===== config.mk =====
export PLATFORM = sky130hd
export DESIGN_NAME = eth_pcs_tx_scrambler
export DESIGN_NICKNAME = d
export VERILOG_FILES = /design/src/rtl/eth_pcs_tx_scrambler.sv
export SDC_FILE = /design/constraint.sdc
export NUM_CORES = 1
export LEC_CHECK = 0
export BUFFER_PORTS_ARGS = -buffer_cell sky130_fd_sc_hd__buf_2
export CAP_MARGIN = 20
export CELL_PAD_IN_SITES_DETAIL_PLACEMENT = 0
export CELL_PAD_IN_SITES_GLOBAL_PLACEMENT = 1
export CORE_ASPECT_RATIO = 1.5
export CORE_UTILIZATION = 37
export CTS_BUF_LIST = sky130_fd_sc_hd__clkbuf_8
export DETAILED_ROUTE_END_ITERATION = 10
export PLACE_DENSITY_LB_ADDON = 0.1
export REMOVE_ABC_BUFFERS = 1
export SYNTH_ARGS = -nofsm -noshare
export SYNTH_HDL_FRONTEND = slang
export SYNTH_SLANG_ARGS = --single-unit

===== constraint.sdc =====
create_clock -name i_clk -period 1.41 [get_ports i_clk]
set_input_delay 0 -clock i_clk [delete_from_list [all_inputs] [get_ports i_clk]]
set_output_delay 0 -clock i_clk [all_outputs]
set_load 0.02 [all_outputs]

===== src/rtl/eth_pcs_tx_scrambler.sv =====
// -----------------------------------------------------------------------------
// eth_pcs_tx_scrambler
//
// TX PCS scrambler between the 64b/66b encoder and the TX gearbox.
// The 32-bit payload is scrambled with the self-synchronizing polynomial
// G(x) = 1 + x^39 + x^58. The 2-bit sync header is not scrambled.
// Scrambled data is produced combinationally from the current state, so the
// gearbox samples it in the same cycle. The state only advances on cycles
// where the gearbox accepts a transfer (i_clk_en).
//
// Ports:
//   i_clk        clock
//   i_reset      synchronous, active-high reset
//   i_clk_en     gearbox accept strobe; the transfer is consumed when 1
//   i_trans_cnt  transfer index inside the 66-bit block (0 = first)
//   i_mode       00 normal, 01 bypass, 10 scrambled-zeros test, 11 normal
//   i_sync_data  encoder sync header, meaningful when i_trans_cnt == 0
//   i_enc_data   encoder payload, bit 0 transmitted first
//   o_sync_data  sync header to the gearbox (combinational)
//   o_scr_data   scrambled payload to the gearbox (combinational)
//   o_sync_err   one-cycle pulse after an invalid header is accepted
//   o_err_cnt    saturating count of invalid headers
// -----------------------------------------------------------------------------
module eth_pcs_tx_scrambler #(
    parameter int          W_DATA          = 32,
    parameter int          W_SYNC          = 2,
    parameter int          W_TRANS_PER_BLK = 1,
    parameter logic [57:0] SCR_SEED        = 58'h3FF_FFFF_FFFF_FFFF,
    parameter int          W_ERR_CNT       = 16
) (
    input  logic                       i_clk,
    input  logic                       i_reset,
    input  logic                       i_clk_en,
    input  logic [W_TRANS_PER_BLK-1:0] i_trans_cnt,
    input  logic [1:0]                 i_mode,
    input  logic [W_SYNC-1:0]          i_sync_data,
    input  logic [W_DATA-1:0]          i_enc_data,
    output logic [W_SYNC-1:0]          o_sync_data,
    output logic [W_DATA-1:0]          o_scr_data,
    output logic                       o_sync_err,
    output logic [W_ERR_CNT-1:0]       o_err_cnt
);

    localparam int         W_SCR       = 58;
    localparam int         TAP_A       = 38;   // x^39 term
    localparam int         TAP_B       = 57;   // x^58 term
    localparam logic [1:0] MODE_NORMAL = 2'b00;
    localparam logic [1:0] MODE_BYPASS = 2'b01;
    localparam logic [1:0] MODE_TEST   = 2'b10;
    localparam logic [1:0] MODE_NORM_B = 2'b11;

    // Scrambler state: bit 0 holds the most recently scrambled bit.
    logic [W_SCR-1:0]     scr_reg;
    logic [W_SCR-1:0]     scr_next;
    logic [W_DATA-1:0]    data_src;
    logic [W_DATA-1:0]    scr_word;

    logic                 sync_err_reg;
    logic [W_ERR_CNT-1:0] err_cnt_reg;
    logic                 sync_chk_en;
    logic                 sync_invalid;
    logic                 sync_err_next;

    // Test mode scrambles an all-zero payload regardless of encoder input.
    assign data_src = (i_mode == MODE_TEST) ? '0 : i_enc_data;

    // Bit-serial scrambler unrolled over the whole transfer. Each bit sees
    // the state already shifted by all earlier bits of the same word.
    always_comb begin
        logic [W_SCR-1:0] s_work;
        logic             y_bit;
        s_work   = scr_reg;
        y_bit    = 1'b0;
        scr_word = '0;
        for (int i = 0; i < W_DATA; i++) begin
            y_bit       = data_src[i] ^ s_work[TAP_A] ^ s_work[TAP_B];
            scr_word[i] = y_bit;
            s_work      = {s_work[W_SCR-2:0], y_bit};
        end
        scr_next = s_work;
    end

    // Bypass only affects the output; the state keeps tracking the scrambled
    // stream so that returning to normal mode needs no re-seed.
    assign o_scr_data  = (i_mode == MODE_BYPASS) ? i_enc_data : scr_word;
    assign o_sync_data = (i_mode == MODE_TEST) ? W_SYNC'(1) : i_sync_data;

    // Only accepted first-transfer headers in the normal modes are checked.
    assign sync_chk_en   = ((i_mode == MODE_NORMAL) || (i_mode == MODE_NORM_B))
                           && i_clk_en && (i_trans_cnt == '0);
    assign sync_invalid  = (i_sync_data == '0) || (i_sync_data == '1);
    assign sync_err_next = sync_chk_en && sync_invalid;

    always_ff @(posedge i_clk) begin
        if (i_reset) begin
            scr_reg      <= SCR_SEED;
            sync_err_reg <= 1'b0;
            err_cnt_reg  <= '0;
        end else begin
            if (i_clk_en) begin
                scr_reg <= scr_next;
            end
            sync_err_reg <= sync_err_next;
            if (sync_err_next && (err_cnt_reg != '1)) begin
                err_cnt_reg <= err_cnt_reg + W_ERR_CNT'(1);
            end
        end
    end

    assign o_sync_err = sync_err_reg;
    assign o_err_cnt  = err_cnt_reg;

endmodule


==> impl_metrics.env, run 1 <==
export IMPL_status="complete, but fails checks"
export IMPL_violations="negative setup slack"
export IMPL_yosysWarnings=0
export IMPL_final_core_util_pct=56.30
export IMPL_syn_area_per_cell_um2=8.211
export IMPL_hold_path_class="in2reg"
export IMPL_hold_viol_final=0
export IMPL_antenna_found_initial=0
export IMPL_htreeDepth=3
export IMPL_clock_path_buffers=2
export IMPL_grt_pass1_vias=3628
export IMPL_largest_reg_flops=58
export IMPL_diodes=0
export IMPL_ys_types=44
export IMPL_cp_end_kind="flop"
export IMPL_power_mw=5.958
export IMPL_vias=3841
export IMPL_std_cell_rows=47
export IMPL_port_buffers=90
export IMPL_maxSlewViolCount=0
export IMPL_fmaxAchievable_mhz=600.1
export IMPL_ys_top_cells_by_area="dfxtp_1 36%, nor2b_1 9.2%, xnor2_1 6.7%"
export IMPL_cts_root_buf="clkbuf_8"
export IMPL_clkSinkCount=75
export IMPL_start_util_pct=37.85
export IMPL_routedWlPerCell_um=13.57
export IMPL_wirelength_um=10790
export IMPL_grt_usage_pct=18.14
export IMPL_cpPeakStageDelay_ns=0.37
export IMPL_synth_area_um2=4163
export IMPL_synth_area_leader_cell="dfxtp_1"
export IMPL_rsz0062_at_grt="true"
export IMPL_ir_drop_uv=430.7
export IMPL_gp_congestion=0.8565
export IMPL_critPathSlowestCell="dfxtp_2"
export IMPL_arrival_ns=1.90
export IMPL_first_pass_iters=6
export IMPL_clk_pin_slew_ns=0.07
export IMPL_drive_above_1_share_pct=51.85
export IMPL_dp_hpwl_um=6844
export IMPL_grt_max_degree=117
export IMPL_regArea_um2=1602
export IMPL_die_area_um2=11690
export IMPL_worst_slew_pin_slew_ns=0.4800
export IMPL_fin_crit_ns=1.666
export IMPL_maxSlewHeadroom_pct=68.00
export IMPL_final_nets=686
export IMPL_synth_most_common_cell="dfxtp_1"
export IMPL_cts_made_buffers=9
export IMPL_fillers=1024
export IMPL_power_leakage_nw=2.518
export IMPL_io_pins=91
export IMPL_startpoint_type="flop"
export IMPL_post_synth_top_area_fraction_pct=36.07
export IMPL_final_antenna_net_count=0
export IMPL_via_per_inst=4.831
export IMPL_syn_inst=507
export IMPL_synth_edf_count=0
export IMPL_synth_ff_latch_count=75
export IMPL_finalSetupViolCount=17
export IMPL_synthTopCellsByCount="75 x dfxtp_1, 61 x nor2b_1, 41 x a21oi_1, 38 x nor2_1"
export IMPL_grt_overflow_total=0
export IMPL_setup_slack_ns=-0.2563
export IMPL_cts_tree="done"
export IMPL_critPathKind="reg2reg"
export IMPL_finClkSkew_ns=0.005892
export IMPL_syn_to_final_growth_pct=48.72
export IMPL_multiInputGateArea_um2=3075
export IMPL_coreArea_um2=11000
export IMPL_first_iter_violations=131
export IMPL_period_share_pct=118.2
export IMPL_p_per_area_nw_per_um2=962.4
export IMPL_seq_area_frac_synth_pct=36.07
export IMPL_chipWidth_um=88.61
export IMPL_synthArstFlopShare_pct=0
export IMPL_dominantRegCellSynth="dfxtp_1"
export IMPL_timing_max_cap_violations=0
export IMPL_die_h_um=131.9
export IMPL_grt_pass1_wl_um=16570
export IMPL_worstPathCellList="and4_4 -> nand4_1 -> nor4_2 -> mux2_2"
export IMPL_clock_latency_ns=0.34
export IMPL_worstPathRequired_ns=1.64
export IMPL_worstPathMaxFanout=3
export IMPL_route_detailed_drc=0
-- final cells by class --
class                      instances  share of cell area [%]
multi-input combinational        393                   49.68
inverter                           6                  0.3638
tap                              147                   2.971
clock inverter                     6                  0.8084
clock buffer                      10                   2.223
sequential                        75                   25.87
timing repair buffer             158                   18.09
-- stage by stage --
| step | worst slack (ns) | cell area [um2] | instances | hold WS, ns | TNS [ns] |
|---|---|---|---|---|---|
| 6_report | -0.2563 | 6191 | 795 | 0.2394 | -1.935 |
| 3_5_place_dp | -0.2481 | 5026 | 754 | 0.3318 | -2.378 |
| 5_1_grt | -0.2562 | 6191 | 795 | 0.2872 | -2.946 |
| 2_1_floorplan | -0.3650 | 4026 | 474 | 0.06907 | -10.77 |
| 3_3_place_gp | -0.2206 | 5026 | 754 | 0.3256 | -2.011 |
| 4_1_cts | -0.1974 | 5507 | 780 | 0.2234 | -1.811 |
-- power breakdown --
group / total (mW) / internal [mW] / switching [mW]
Combinational: 1.90 / 0.977 / 0.927
Sequential: 2.45 / 2.28 / 0.171
Clock: 1.60 / 0.839 / 0.762
-- cells by family after synthesis --
group	Yosys count	share of synthesized area, %
AO/OA/AOI/OAI	113	16.71
XOR/XNOR	65	13.86
adder cells (fa/ha/maj)	3	0.9018
buffers and inverters	39	3.817
flip-flops	75	36.07
multiplexers	3	0.8115
AND/OR/NAND/NOR	209	27.83
-- critical path: cells and delay by family (launching register included) --
| kind | cells | cell delay (ns) |
|---|---|---|
| simple gates | 3 | 0.83 |
| mux | 1 | 0.37 |
| flops | 1 | 0.37 |
-- layer usage --
metal  wire (um)  vias to the layer above  share of wire (%)  track usage [%]
li1            -                     1979                  -                -
met1        4709                     1765                 44            21.37
met2        5493                       82                 51            31.50
met3         374                       15                3.5            3.694
met4         214                        0                2.0            6.989
met5           0                        -                  0                0
-- placed cells by master, fill, tap and decap left out, types with 4 or more instances in the layout --
cell / Yosys / routed
o21ai_0: 35 / 9
nor4_4: 0 / 4
nor2_1: 38 / 38
nand2_1: 35 / 34
clkbuf_8: 0 / 10
buf_12: 0 / 4
dfxtp_2: 0 / 35
xor2_1: 32 / 11
nor2b_1: 61 / 61
o21ai_2: 0 / 8
buf_6: 1 / 13
a211o_1: 26 / 26
xnor2_1: 32 / 19
o21ai_1: 0 / 18
a21oi_2: 0 / 7
a21oi_1: 41 / 34
dfxtp_1: 75 / 25
buf_4: 1 / 73
nand3_1: 6 / 5
xor2_2: 0 / 18
inv_1: 6 / 10
xnor2_2: 1 / 14
dfxtp_4: 0 / 15
or2_2: 34 / 31
buf_2: 1 / 67
-- path summary, 6_finish.rpt --
kind	end	slack, ns	start	cells after the start
max	o_err_cnt[11]	-0.26	o_err_cnt[5]	4
min	scr_reg[16]	0.24	i_enc_data[15]	5
max reg2reg	o_err_cnt[11]	-0.26	o_err_cnt[5]	4
min reg2reg	scr_reg[35]	0.47	scr_reg[3]	1
-- timing repair --
item                                    4_1_cts  5_1_grt
setup buffers                                12       18
hold buffers                                  1        0
resized for setup                            72      148
endpoints found under the hold margin         4        0
endpoints found under the setup margin       38       48
gates cloned                                  0        1
pin swaps                                    27       65
Note: power is estimated with default switching activity, not from simulation.
==> run 2, diff against run 1 <==
Settings changed: RECOVER_POWER from default to 50.
==> run 2 against run 1 <==
The flow still finishes with violations (negative setup slack). Sequential power about the same. Flip-flop and latch count unchanged. Via count increased by 0.16%. Register-to-register slack about the same. Hold slack about the same. Power about the same. Combinational power about the same. Clock skew about the same. Design area decreased by 0.14%. Setup slack about the same. Clock-buffer cell count unchanged.
==> impl_metrics.env, run 2 (same netlist as run 1, synthesis figures left out) <==
export IMPL_clock_path_buffers=2
export IMPL_fin_crit_ns=1.666
export IMPL_drive_above_1_share_pct=50.93
export IMPL_maxSlewViolCount=0
export IMPL_grt_pass1_wl_um=16570
export IMPL_routedWlPerCell_um=13.56
export IMPL_rsz0062_at_grt="true"
export IMPL_final_core_util_pct=56.22
export IMPL_grt_overflow_total=0
export IMPL_antenna_found_initial=0
export IMPL_startpoint_type="flop"
export IMPL_finalSetupViolCount=17
export IMPL_layout_common_cells="73 x buf_4, 62 x buf_2, 61 x nor2b_1, 38 x nor2_1"
export IMPL_coreArea_um2=11000
export IMPL_cts_made_buffers=9
export IMPL_period_share_pct=118.2
export IMPL_syn_to_final_growth_pct=48.51
export IMPL_first_pass_iters=6
export IMPL_cts_tree="done"
export IMPL_htreeDepth=3
export IMPL_critPathKind="reg2reg"
export IMPL_die_h_um=131.9
export IMPL_worstPathRequired_ns=1.64
export IMPL_io_pins=91
export IMPL_diodes=0
export IMPL_final_nets=686
export IMPL_route_detailed_drc=0
export IMPL_hold_path_class="in2reg"
export IMPL_wirelength_um=10780
export IMPL_maxSlewHeadroom_pct=68.00
export IMPL_chipWidth_um=88.61
export IMPL_fmaxAchievable_mhz=600.3
export IMPL_cts_root_buf="clkbuf_8"
export IMPL_p_per_area_nw_per_um2=963.4
export IMPL_die_area_um2=11690
export IMPL_status="complete, but fails checks"
export IMPL_gp_congestion=0.8565
export IMPL_power_leakage_nw=2.499
export IMPL_start_util_pct=37.85
export IMPL_hold_viol_final=0
export IMPL_timing_max_cap_violations=0
export IMPL_ir_drop_uv=430.8
export IMPL_clock_latency_ns=0.34
export IMPL_grt_usage_pct=18.14
export IMPL_violations="negative setup slack"
export IMPL_final_instance_count_excl_fill=795
export IMPL_largest_reg_flops=58
export IMPL_hold_ws_ns=0.2393
export IMPL_via_per_inst=4.839
export IMPL_clkSinkCount=75
export IMPL_dp_hpwl_um=6844
export IMPL_place_area_um2=5026
export IMPL_arrival_ns=1.90
export IMPL_port_buffers=90
export IMPL_grt_max_degree=117
export IMPL_setup_slack_ns=-0.2559
export IMPL_fin_area_um2=6182
export IMPL_finClkSkew_ns=0.005820
export IMPL_tns_ns=-1.938
export IMPL_grt_pass1_vias=3628
export IMPL_worst_slew_pin_slew_ns=0.4800
export IMPL_power_mw=5.956
export IMPL_clk_pin_slew_ns=0.07
export IMPL_dp_cells=754
export IMPL_first_iter_violations=130
export IMPL_std_cell_rows=47
export IMPL_final_common_cell="buf_4"
export IMPL_vias=3847
export IMPL_final_antenna_net_count=0
export IMPL_cp_end_kind="flop"
export IMPL_dpl_worst_slack_ns=-0.2481
export IMPL_worstPathMaxFanout=3
-- run 2: cell types whose count changed in the layout (fill, tap and decap cells not counted), sizes merged --
cell,previous run,this run
buf,157,152
clkbuf,10,15
-- run 2: power by group --
part           switching [mW]  internal, mW  leakage, nW  total [mW]
registers               0.171          2.28        0.618        2.45
clock network           0.762         0.839        0.111        1.60
logic                   0.926         0.975         1.77        1.90
total                    1.86          4.10         2.50        5.96
-- run 2: cell type report --
cell class | instances | area, um2
tap | 147 | 183.9
clock buffer | 10 | 137.6
sequential | 75 | 1602
fill | 1026 | 4815
clock inverter | 6 | 50.05
timing repair buffer | 158 | 1114
inverter | 6 | 22.52
multi-input combinational | 393 | 3073
-- run 2: metal layers --
layer | up-vias | global-route usage (%) | part of all wire [%]
li1 | 1981 | - | -
met5 | - | 0 | 0
met3 | 15 | 3.694 | 3.5
met1 | 1768 | 21.37 | 44
met4 | 0 | 6.989 | 2.0
met2 | 83 | 31.50 | 51
-- run 2: final timing paths --
kind | from | endpoint | slack (ns) | cells after the start
min reg2reg | scr_reg[3] | scr_reg[35] | 0.47 | 1
min | i_enc_data[15] | scr_reg[16] | 0.24 | 5
max reg2reg | o_err_cnt[5] | o_err_cnt[11] | -0.26 | 4
max | o_err_cnt[5] | o_err_cnt[11] | -0.26 | 4
-- run 2: critical path, cell delays in order (launching register included) --
cell	delay (ns)
dfxtp_2	0.37
and4_4	0.24
nand4_1	0.22
nor4_2	0.37
mux2_2	0.37
-- run 2: what timing repair did --
item | 4_1_cts | 5_1_grt
hold buffers | 1 | 0
gates cloned | 0 | 1
buffers inserted | 12 | 18
pin swaps | 27 | 65
resized for setup | 72 | 148
endpoints found under the hold margin | 4 | 0
setup endpoints to repair | 38 | 48
==> run 3, diff against run 2 <==
Settings changed: SETUP_SLACK_MARGIN from default to 0.1.
==> run 3 against run 2 <==
The flow still finishes with violations (negative setup slack). Final cell count grew 2.3%. Power grew 5.7%. Register-to-register slack gained 0.03 ns. Clock skew grew 0.0043 ns. Setup slack gained 0.028 ns. Combinational power grew 16%. Clock power is essentially flat. Die area is the same. Via count grew 3.6%. Critical path depth is the same. Sequential share of layout area shrank 1.0 points. Hold slack gained 0.025 ns. Critical path type unchanged. Highest routed layer unchanged.
==> impl_metrics.env, run 3 (same netlist as run 1, synthesis figures left out) <==
export IMPL_io_pins=91
export IMPL_drive_above_1_share_pct=57.21
export IMPL_critPathKind="reg2reg"
export IMPL_p_switching_mw=1.968
export IMPL_status="complete, but fails checks"
export IMPL_dp_cells=754
export IMPL_port_buffers=90
export IMPL_period_share_pct=116.2
export IMPL_clock_latency_ns=0.35
export IMPL_final_nets=704
export IMPL_chipWidth_um=88.61
export IMPL_dp_hpwl_um=6844
export IMPL_combPwrFrac_pct=35.1
export IMPL_wirelength_um=11180
export IMPL_finalSetupViolCount=21
export IMPL_clk_pin_slew_ns=0.08
export IMPL_grt_usage_pct=18.72
export IMPL_crit_cells=4
export IMPL_crit_path_end="o_err_cnt[11]"
export IMPL_cts_made_buffers=9
export IMPL_maxSlewViolCount=0
export IMPL_p_per_area_nw_per_um2=946.9
export IMPL_worstReg2RegEnd="o_err_cnt[11]"
export IMPL_largest_reg_flops=58
export IMPL_gp_congestion=0.8565
export IMPL_worstPathMaxFanout=3
export IMPL_first_iter_violations=137
export IMPL_vias=3987
export IMPL_antenna_found_initial=0
export IMPL_route_detailed_drc=0
export IMPL_hold_viol_final=0
export IMPL_worst_slew_pin_slew_ns=0.4845
export IMPL_die_h_um=131.9
export IMPL_clkSinkCount=75
export IMPL_min_delay_start="i_sync_data[1]"
export IMPL_timing_max_cap_violations=0
export IMPL_via_per_inst=4.904
export IMPL_worstPathCellList="and4_4 -> nand4_1 -> nor4_2 -> mux2_2"
export IMPL_grt_pass1_wl_um=17110
export IMPL_fin_crit_ns=1.638
export IMPL_worstHoldPathCells=6
export IMPL_final_common_cell="buf_4"
export IMPL_syn_to_final_growth_pct=59.69
export IMPL_worstPathRequired_ns=1.64
export IMPL_critPathLaunch="o_err_cnt[3]"
export IMPL_seqPwrFrac_pct=39.5
export IMPL_final_antenna_net_count=0
export IMPL_final_instance_count_excl_fill=813
export IMPL_clock_path_buffers=2
export IMPL_p_int_mw=4.327
export IMPL_critPathSlowestCell="dfxtp_4"
export IMPL_first_pass_iters=4
export IMPL_cts_tree="done"
export IMPL_cpPeakStageDelay_ns=0.37
export IMPL_cp_top_family="simple AND/OR/NAND/NOR gates"
export IMPL_grt_overflow_total=0
export IMPL_startpoint_type="flop"
export IMPL_violations="negative setup slack"
export IMPL_arrival_ns=1.87
export IMPL_fillers=985
export IMPL_diodes=0
export IMPL_grt_max_degree=117
export IMPL_power_mw=6.294
export IMPL_start_util_pct=37.85
export IMPL_finClkSkew_ns=0.01014
export IMPL_swShare_pct=31.26
export IMPL_fmaxAchievable_mhz=610.5
export IMPL_p_clk_share_pct=25.5
export IMPL_power_leakage_nw=2.672
export IMPL_std_cell_rows=47
export IMPL_grt_pass1_vias=3761
export IMPL_ir_drop_uv=444.3
export IMPL_layout_common_cells="103 x buf_4, 61 x nor2b_1, 51 x buf_2, 38 x nor2_1, 35 x nand2_1"
export IMPL_maxSlewHeadroom_pct=67.70
export IMPL_setup_slack_ns=-0.2279
export IMPL_die_area_um2=11690
export IMPL_r2r_cells=4
export IMPL_coreArea_um2=11000
export IMPL_r2r_start="o_err_cnt[3]"
export IMPL_htreeDepth=3
export IMPL_cp_end_kind="flop"
export IMPL_rsz0062_at_grt="true"
export IMPL_critical_path_buf_inv_count=0
export IMPL_routedWlPerCell_um=13.75
export IMPL_ff2ff_setup_slack_ns=-0.23
export IMPL_cts_root_buf="clkbuf_8"
export IMPL_hold_path_class="in2reg"
==> run 3: power groups by stage <==
| stage | Clock (mW) | Sequential (mW) | Combinational, mW |
|---|---|---|---|
| floorplan | 0 | 2.42 | 0.993 |
| global placement | 0 | 2.45 | 1.51 |
| detailed placement | 0 | 2.45 | 1.52 |
| CTS | 1.66 | 2.45 | 1.92 |
| global route | 1.77 | 2.51 | 2.40 |
| finish | 1.60 | 2.48 | 2.21 |
==> run 3: timing repair <==
item,4_1_cts,5_1_grt
hold buffers,1,0
pin swaps,63,65
setup endpoints to repair,48,70
hold endpoints to repair,4,0
buffers inserted,34,14
cloned,0,1
gates resized for setup,154,153
==> run 3: area by class of cell <==
| class | count | area [um2] | area share [%] |
|---|---|---|---|
| Multi-Input combinational cell | 393 | 3343 | 50.29 |
| Tap cell | 147 | 183.9 | 2.767 |
| Clock inverter | 6 | 50.05 | 0.7529 |
| Inverter | 6 | 22.52 | 0.3388 |
| Sequential cell | 75 | 1654 | 24.88 |
| Clock buffer | 10 | 137.6 | 2.070 |
| Timing Repair Buffer | 176 | 1256 | 18.90 |
==> run 3: through the flow <==
stage / hold WS [ns] / util (%) / setup WS [ns] / setup TNS (ns) / instance area, um2
finish: 0.2640 / 60.45 / -0.2279 / -1.965 / 6648
global route: 0.2666 / 60.45 / -0.2505 / -3.116 / 6648
CTS: 0.2306 / 53.15 / -0.1974 / -1.869 / 5844
detailed placement: 0.3318 / 45.70 / -0.2481 / -2.378 / 5026
global placement: 0.3256 / 45.70 / -0.2206 / -2.011 / 5026
floorplan: 0.06907 / - / -0.3650 / -10.77 / 4026
==> run 3: worst min-delay path, cell delays in order <==
cell     delay (ns)
buf_2          0.10
xnor2_2        0.07
buf_4          0.14
nand3_4        0.09
or4_4          0.12
a21oi_2        0.04
==> run 3: how the worst min path moves through the flow <==
stage	slack (ns)	endpoint
after floorplan	0.07	o_err_cnt[0]
after CTS	0.23	scr_reg[17]
after global placement	0.33	o_scr_data[9]
after global routing	0.27	o_err_cnt[6]
after detailed placement	0.33	o_sync_err
final	0.26	o_err_cnt[6]
==> run 3: per-layer routing <==
metal	up-vias	share of wire, %	track usage (%)
li1	2005	-	-
met1	1879	42	21.83
met4	0	1.7	6.631
met5	-	0	0
met3	18	4.0	3.632
met2	85	52	33.16
